$ cat src/rtl/dino_pkg.sv
// Shared types and constants for the dino runner game sequencer.
package dino_pkg;

  typedef enum logic [1:0] {
    ST_IDLE = 2'd0,
    ST_RUN  = 2'd1,
    ST_AIR  = 2'd2,
    ST_OVER = 2'd3
  } state_e;

  localparam int DINO_COL = 0;
  localparam int UP_HI    = 15;
  localparam int UP_LO    = 8;
  localparam int DN_HI    = 7;
  localparam int DN_LO    = 0;

  // Fibonacci taps 8,6,5,4 -> bits 7,5,4,3
  localparam logic [7:0] LFSR_TAPS = 8'hB8;

  function automatic logic [7:0] lfsr_next(input logic [7:0] cur);
    return {cur[6:0], ^(cur & LFSR_TAPS)};
  endfunction

endpackage

$ cat src/rtl/dino_obstacle_gen.sv
// Obstacle source: LFSR-driven spawn decision, spawn spacing counter and the
// 8-column obstacle row that scrolls toward the dino on every game step.
module dino_obstacle_gen
  import dino_pkg::*;
#(
  parameter int         MIN_GAP   = 5,
  parameter logic [7:0] LFSR_SEED = 8'hA5
) (
  input  logic       clk,
  input  logic       reset,
  input  logic       clear,
  input  logic       step,
  output logic [7:0] obs,
  output logic       spawn
);

  localparam int GAP_W = $clog2(MIN_GAP + 1);

  logic [7:0]       obs_q, obs_d;
  logic [7:0]       lfsr_q, lfsr_d;
  logic [GAP_W-1:0] gap_q, gap_d;
  logic             spawn_s;

  // Spawn decision and next-row computation for the current step
  always_comb begin
    spawn_s = (lfsr_q[1:0] == 2'b11) && (gap_q >= GAP_W'(MIN_GAP));
    obs_d   = obs_q;
    lfsr_d  = lfsr_q;
    gap_d   = gap_q;
    if (clear) begin
      obs_d = 8'h00;
      gap_d = '0;
    end else if (step) begin
      obs_d  = {spawn_s, obs_q[7:1]};
      lfsr_d = lfsr_next(lfsr_q);
      if (spawn_s) begin
        gap_d = '0;
      end else if (gap_q >= GAP_W'(MIN_GAP)) begin
        gap_d = GAP_W'(MIN_GAP);
      end else begin
        gap_d = gap_q + GAP_W'(1);
      end
    end else begin
      obs_d = obs_q;
    end
  end

  // The LFSR is only reseeded by reset so each new game sees a fresh pattern
  always_ff @(posedge clk) begin
    if (reset) begin
      obs_q  <= 8'h00;
      lfsr_q <= LFSR_SEED;
      gap_q  <= '0;
    end else begin
      obs_q  <= obs_d;
      lfsr_q <= lfsr_d;
      gap_q  <= gap_d;
    end
  end

  assign obs   = obs_q;
  assign spawn = spawn_s;

endmodule

$ cat src/rtl/dino_game_ctrl.sv
// Dino runner sequencer: step tick, press edge detect, IDLE/RUN/AIR/OVER FSM,
// collision check, saturating score and the two-row grid display bus.
module dino_game_ctrl
  import dino_pkg::*;
#(
  parameter int         TICK_DIV   = 25_000_000,
  parameter int         JUMP_TICKS = 3,
  parameter int         MIN_GAP    = 5,
  parameter logic [7:0] LFSR_SEED  = 8'hA5,
  parameter int         SCORE_W    = 10
) (
  input  logic               clk,
  input  logic               reset,
  input  logic               jump_button,
  output logic [15:0]        grid,
  output logic [SCORE_W-1:0] score,
  output logic               game_over,
  output logic [1:0]         state
);

  localparam int TICK_W = $clog2(TICK_DIV);

  state_e             state_q, state_d;
  logic               jump_q;
  logic [TICK_W-1:0]  tick_q, tick_d;
  logic [3:0]         air_q, air_d;
  logic [SCORE_W-1:0] score_q, score_d;
  logic [15:0]        grid_q, grid_d;
  logic               game_over_q, game_over_d;

  logic       press_s, step_s, clear_s, spawn_s, collide_s;
  logic [7:0] obs_s, obs_next_s;

  assign press_s = jump_button & ~jump_q;
  assign step_s  = ((state_q == ST_RUN) || (state_q == ST_AIR)) &&
                   (tick_q == TICK_W'(TICK_DIV - 1));
  assign clear_s = (state_q == ST_IDLE) && press_s;

  dino_obstacle_gen #(
    .MIN_GAP   (MIN_GAP),
    .LFSR_SEED (LFSR_SEED)
  ) u_obstacle_gen (
    .clk   (clk),
    .reset (reset),
    .clear (clear_s),
    .step  (step_s),
    .obs   (obs_s),
    .spawn (spawn_s)
  );

  // Next-cycle obstacle row, so collision and grid use post-step values
  always_comb begin
    if (clear_s) begin
      obs_next_s = 8'h00;
    end else if (step_s) begin
      obs_next_s = {spawn_s, obs_s[7:1]};
    end else begin
      obs_next_s = obs_s;
    end
  end

  // FSM next state, tick counter, jump timer and score
  always_comb begin
    state_d   = state_q;
    tick_d    = tick_q;
    air_d     = air_q;
    score_d   = score_q;
    collide_s = 1'b0;
    case (state_q)
      ST_IDLE: begin
        if (press_s) begin
          state_d = ST_RUN;
          tick_d  = '0;
          score_d = '0;
        end else begin
          state_d = ST_IDLE;
        end
      end
      ST_RUN: begin
        tick_d = step_s ? '0 : tick_q + TICK_W'(1);
        // A press coinciding with a step counts that step as the first airborne one
        if (press_s) begin
          state_d = ST_AIR;
          air_d   = (step_s && (JUMP_TICKS > 1)) ? 4'(JUMP_TICKS - 1) : 4'(JUMP_TICKS);
        end else if (step_s && obs_next_s[DINO_COL]) begin
          state_d   = ST_OVER;
          collide_s = 1'b1;
        end else begin
          state_d = ST_RUN;
        end
      end
      ST_AIR: begin
        tick_d = step_s ? '0 : tick_q + TICK_W'(1);
        if (step_s && (air_q == 4'd1)) begin
          air_d = 4'd0;
          if (obs_next_s[DINO_COL]) begin
            state_d   = ST_OVER;
            collide_s = 1'b1;
          end else begin
            state_d = ST_RUN;
          end
        end else if (step_s) begin
          air_d = air_q - 4'd1;
        end else begin
          air_d = air_q;
        end
      end
      ST_OVER: begin
        if (press_s) begin
          state_d = ST_IDLE;
        end else begin
          state_d = ST_OVER;
        end
      end
      default: begin
        state_d = ST_IDLE;
      end
    endcase

    if (step_s && !collide_s && (score_q != {SCORE_W{1'b1}})) begin
      score_d = score_q + SCORE_W'(1);
    end else begin
      score_d = score_d;
    end
  end

  // Display composition from the next state; frozen while staying in OVER
  always_comb begin
    grid_d = 16'h0001;
    case (state_d)
      ST_IDLE: grid_d = 16'h0001;
      ST_RUN: begin
        grid_d[UP_HI:UP_LO] = 8'h00;
        grid_d[DN_HI:DN_LO] = obs_next_s | 8'h01;
      end
      ST_AIR: begin
        grid_d[UP_HI:UP_LO] = 8'h01;
        grid_d[DN_HI:DN_LO] = obs_next_s;
      end
      ST_OVER: begin
        if (state_q == ST_OVER) begin
          grid_d = grid_q;
        end else begin
          grid_d[UP_HI:UP_LO] = 8'h00;
          grid_d[DN_HI:DN_LO] = obs_next_s | 8'h01;
        end
      end
      default: grid_d = 16'h0001;
    endcase
    game_over_d = (state_d == ST_OVER);
  end

  // State and registered outputs
  always_ff @(posedge clk) begin
    if (reset) begin
      state_q     <= ST_IDLE;
      jump_q      <= 1'b0;
      tick_q      <= '0;
      air_q       <= 4'd0;
      score_q     <= '0;
      grid_q      <= 16'h0001;
      game_over_q <= 1'b0;
    end else begin
      state_q     <= state_d;
      jump_q      <= jump_button;
      tick_q      <= tick_d;
      air_q       <= air_d;
      score_q     <= score_d;
      grid_q      <= grid_d;
      game_over_q <= game_over_d;
    end
  end

  assign grid      = grid_q;
  assign score     = score_q;
  assign game_over = game_over_q;
  assign state     = state_q;

endmodule
$ cat config.mk
export PLATFORM = sky130hd
export DESIGN_NAME = dino_game_ctrl
export DESIGN_NICKNAME = d
export VERILOG_FILES = /design/src/rtl/dino_pkg.sv /design/src/rtl/dino_obstacle_gen.sv /design/src/rtl/dino_game_ctrl.sv
export SDC_FILE = /design/constraint.sdc
export NUM_CORES = 1
export LEC_CHECK = 0
export ABC_AREA = 1
export CORE_AREA = 5 5 98 100
export CTS_BUF_LIST = sky130_fd_sc_hd__clkbuf_4 sky130_fd_sc_hd__clkbuf_8
export CTS_CLUSTER_DIAMETER = 150
export DETAILED_ROUTE_END_ITERATION = 8
export DIE_AREA = 0 0 103 105
export PLACE_DENSITY = 0.68
export SYNTH_ARGS = -nofsm -noshare
export SYNTH_HDL_FRONTEND = slang
export SYNTH_SLANG_ARGS = --single-unit
$ cat constraint.sdc
create_clock -name clk -period 2.8 [get_ports clk]
set_input_delay 0.28 -clock clk [delete_from_list [all_inputs] [get_ports clk]]
set_output_delay 0.28 -clock clk [all_outputs]
set_load 0.01 [all_outputs]
==> reports/qor.yml <==
tns_ns: 0
diodes: 0
drive_gt1_share_pct: 11.1
top_usage_layer: "met2"
fp.coreArea_um2: 8590
p_leak_uw: 0.00164
p_int_uw: 1620
clockBufferDepth: 2
fillers: 873
min_from: "u_obstacle_gen.lfsr_q[6]"
syn_inst: 525
die_w_um: 103
fin_nets: 566
synth-adder-area-share_pct: 3.29
track_usage_pct: 16.0
gr-total-overflow: 0
synth_mux_area_share_pct: 0
ios: 32
ys_seq_area_share_pct: 37.4
synth_compound_area_share_pct: 12.8
path_clk_slew_ns: 0.08
h-tree-depth: 3
ctsResizeCount: 0
vias: 3351
finalPower_uw: 2080
rows: 34
fp.dieH_um: 105
gr-usage-met2_pct: 26.2
drc: 0
wl_per_cell_um: 12.3
crit_arrival_ns: 2.74
ys_async_sr_fraction_pct: 0
antenna_found_initial: 0
ys_types: 42
path_cells: "inv_1, ha_1, nand4_1, nor2_4, nand4_1, o22ai_1, inv_1, nand2_2, inv_1, o21ai_0, nor2_1"
hold_class: "reg -> reg"
p_comb_share_pct: 5.3
yosys_register_bits: 71
finalCriticalPeriod_ns: 2.50
cp_slowest_cell: "dfxtp_1"
grt_pass1_vias: 3172
crit_fanout: 11
finalCritPeriodShare_pct: 89.3
critPathLaunchType: "register"
max_slew_margin_pct: 65.7
cts_root_buffer: "clkbuf_8"
wl_um: 8200
status: "complete, no violations"
grt_max_degree: 23
cap_violations: 0
ctsHoldBuffers: 0
worstMarginPinSlew_ns: 0.513
final_cell_mix: "nand2_1, dfxtp_1, inv_1"
max_freq_ghz: 0.400
grt_first_pass_wirelength_um: 14200
yosysWarnings: 0
rr_worst_depth: 11
areaGrowthSynthToFinish_pct: 14.3
setup_viol: 0
irDropWorstVdd_mv: 0.279
dpl.hpwl_um: 6170
post-route-util_pct: 50.5
final_cell_count_no_fill: 666
start_util_pct: 44.2
cp_common_cell: "inv_1"
synthXorXnorAreaFrac_pct: 1.84
critPathKind: "reg -> reg"
r2r_setup_slack_ns: 0.30
hold_viol: 0
syn_avg_cell_area_um2: 7.24
post-cts-setup-buffers: 0
critPathMaxStageDelay_ns: 0.45
synthFlopType: "dfxtp_1"
syn_area_um2: 3800
p_sw_share_pct: 22.1
use_met3_pct: 4.00
cp-end-kind: "register"
fin_skew_ns: 0.00799
critical_path.endpoint: "score[0]"
antenna_left: 0
rsz0062_at_grt: "false"
pwr_density_cell_nw_per_um2: 479
routabilityCongestion: 0.912
r2r_start: "state[1]"
p_sw_uw: 460
rr_endpoint: "score[0]"
cts_made_buffers: 9
final_common_cell: "nand2_1"
cts_tree: "yes"
cts.sinks: 71
place_inst: 650
first_pass_iters: 4
pwr-share-seq_pct: 49.3
synth_top_family_by_area: "simple AND/OR/NAND/NOR gates"
clock_power_share_pct: 45.4
clock_latency_ns: 0.34
synth-edff-count: 0
io_buffers: 24
yosys.area_share.simple_pct: 34.1
drv_slew: 0
timing.critical_path.from: "state[1]"
dieArea_um2: 10800
dr.first_iter.drc_count: 128
avgViaCountPerCell: 5.03
cp.required_ns: 3.04
use_met1_pct: 20.5
## routing by layer
metal	part of all wire, %	up-vias
li1	-	1754
met2	47	47
met5	0	-
met1	49	1539
met3	3.0	11
met4	1.7	0
## synthesized netlist by cell type, types with 2 or more instances
cell / n / area, um2
a21oi_1: 36 / 180
nand3b_1: 8 / 60.1
nor3b_1: 5 / 37.5
xnor2_1: 4 / 35.0
buf_4: 8 / 60.1
inv_1: 68 / 255
nand3_1: 24 / 120
nand2_1: 93 / 349
nand2_2: 6 / 37.5
clkbuf_1: 2 / 7.51
nand3_2: 12 / 120
a21oi_2: 2 / 17.5
or2_2: 4 / 25.0
nand4_1: 12 / 75.1
nor2_2: 5 / 31.3
o21a_1: 7 / 52.6
dfxtp_1: 71 / 1420
o211ai_1: 5 / 37.5
a31oi_1: 3 / 18.8
buf_2: 4 / 20.0
o211a_1: 2 / 20.0
nor2_1: 66 / 248
nor2_4: 7 / 78.8
nand2_4: 2 / 22.5
a211oi_1: 4 / 30.0
buf_6: 2 / 22.5
ha_1: 10 / 125
inv_2: 3 / 11.3
o21ai_1: 2 / 10.0
xor2_1: 4 / 35.0
nor3_1: 15 / 75.1
o21ai_0: 18 / 90.1
clkinv_1: 2 / 7.51
## area by class of cell
type / count / area, um2 / share of cell area, %
inverter: 74 / 279 / 6.43
sequential: 71 / 1420 / 32.7
clock buffer: 13 / 166 / 3.83
timing repair buffer: 28 / 270 / 6.23
multi-input combinational: 369 / 2000 / 46.2
tap: 108 / 135 / 3.11
clock inverter: 3 / 65.1 / 1.50
## worst min path at each step
stage | endpoint | slack [ns] | cells past startpoint
floorplan | game_over | 0.36 | 1
global placement | u_obstacle_gen.lfsr_q[6] | 0.44 | 2
detailed placement | u_obstacle_gen.lfsr_q[6] | 0.45 | 2
CTS | u_obstacle_gen.lfsr_q[6] | 0.46 | 2
global route | u_obstacle_gen.lfsr_q[6] | 0.50 | 2
finish | u_obstacle_gen.lfsr_q[6] | 0.45 | 2
## sequential cells by signal, indices dropped and copies added, names as in the netlist
signal,count
air_q,4
u_obstacle_gen.obs,8
score,10
u_obstacle_gen.gap_q,3
grid,9
tick_q,25
u_obstacle_gen.lfsr_q,8
state,2
game_over,1
jump_q,1
## power groups by stage
| stage | Sequential (uW) | Combinational, uW | Clock, uW |
|---|---|---|---|
| after detailed placement | 1050 | 111 | 0 |
| after CTS | 1020 | 111 | 965 |
| final | 1020 | 111 | 943 |
| after floorplan | 1050 | 89.1 | 0 |
| after global placement | 1050 | 110 | 0 |
| after global routing | 1020 | 124 | 1020 |
## critical path, delay by kind of cell (launching register included)
family	cells	cell delay, ns
and+or+nand+nor	5	0.84
DFF	1	0.45
buffers and inverters	3	0.41
adders and majority gates	1	0.36
AOI/OAI and AO/OA	2	0.35
## through the flow
step / hold WS (ns) / instance area [um2] / worst slack (ns)
finish: 0.454 / 4340 / 0.300
global route: 0.498 / 4340 / 0.00513
CTS: 0.460 / 4340 / 0.293
detailed placement: 0.449 / 4110 / 0.302
global placement: 0.441 / 4110 / 0.351
floorplan: 0.359 / 3820 / 0.697
## kinds of logic after synthesis
| family | Yosys count |
|---|---|
| AOI/OAI and AO/OA | 83 |
| xor gates and xnor gates | 8 |
| adders and majority gates | 10 |
| buffers and inverters | 91 |
| DFF | 71 |
| other | 1 |
| and+or+nand+nor | 261 |
(Power assumes the default switching activity.)
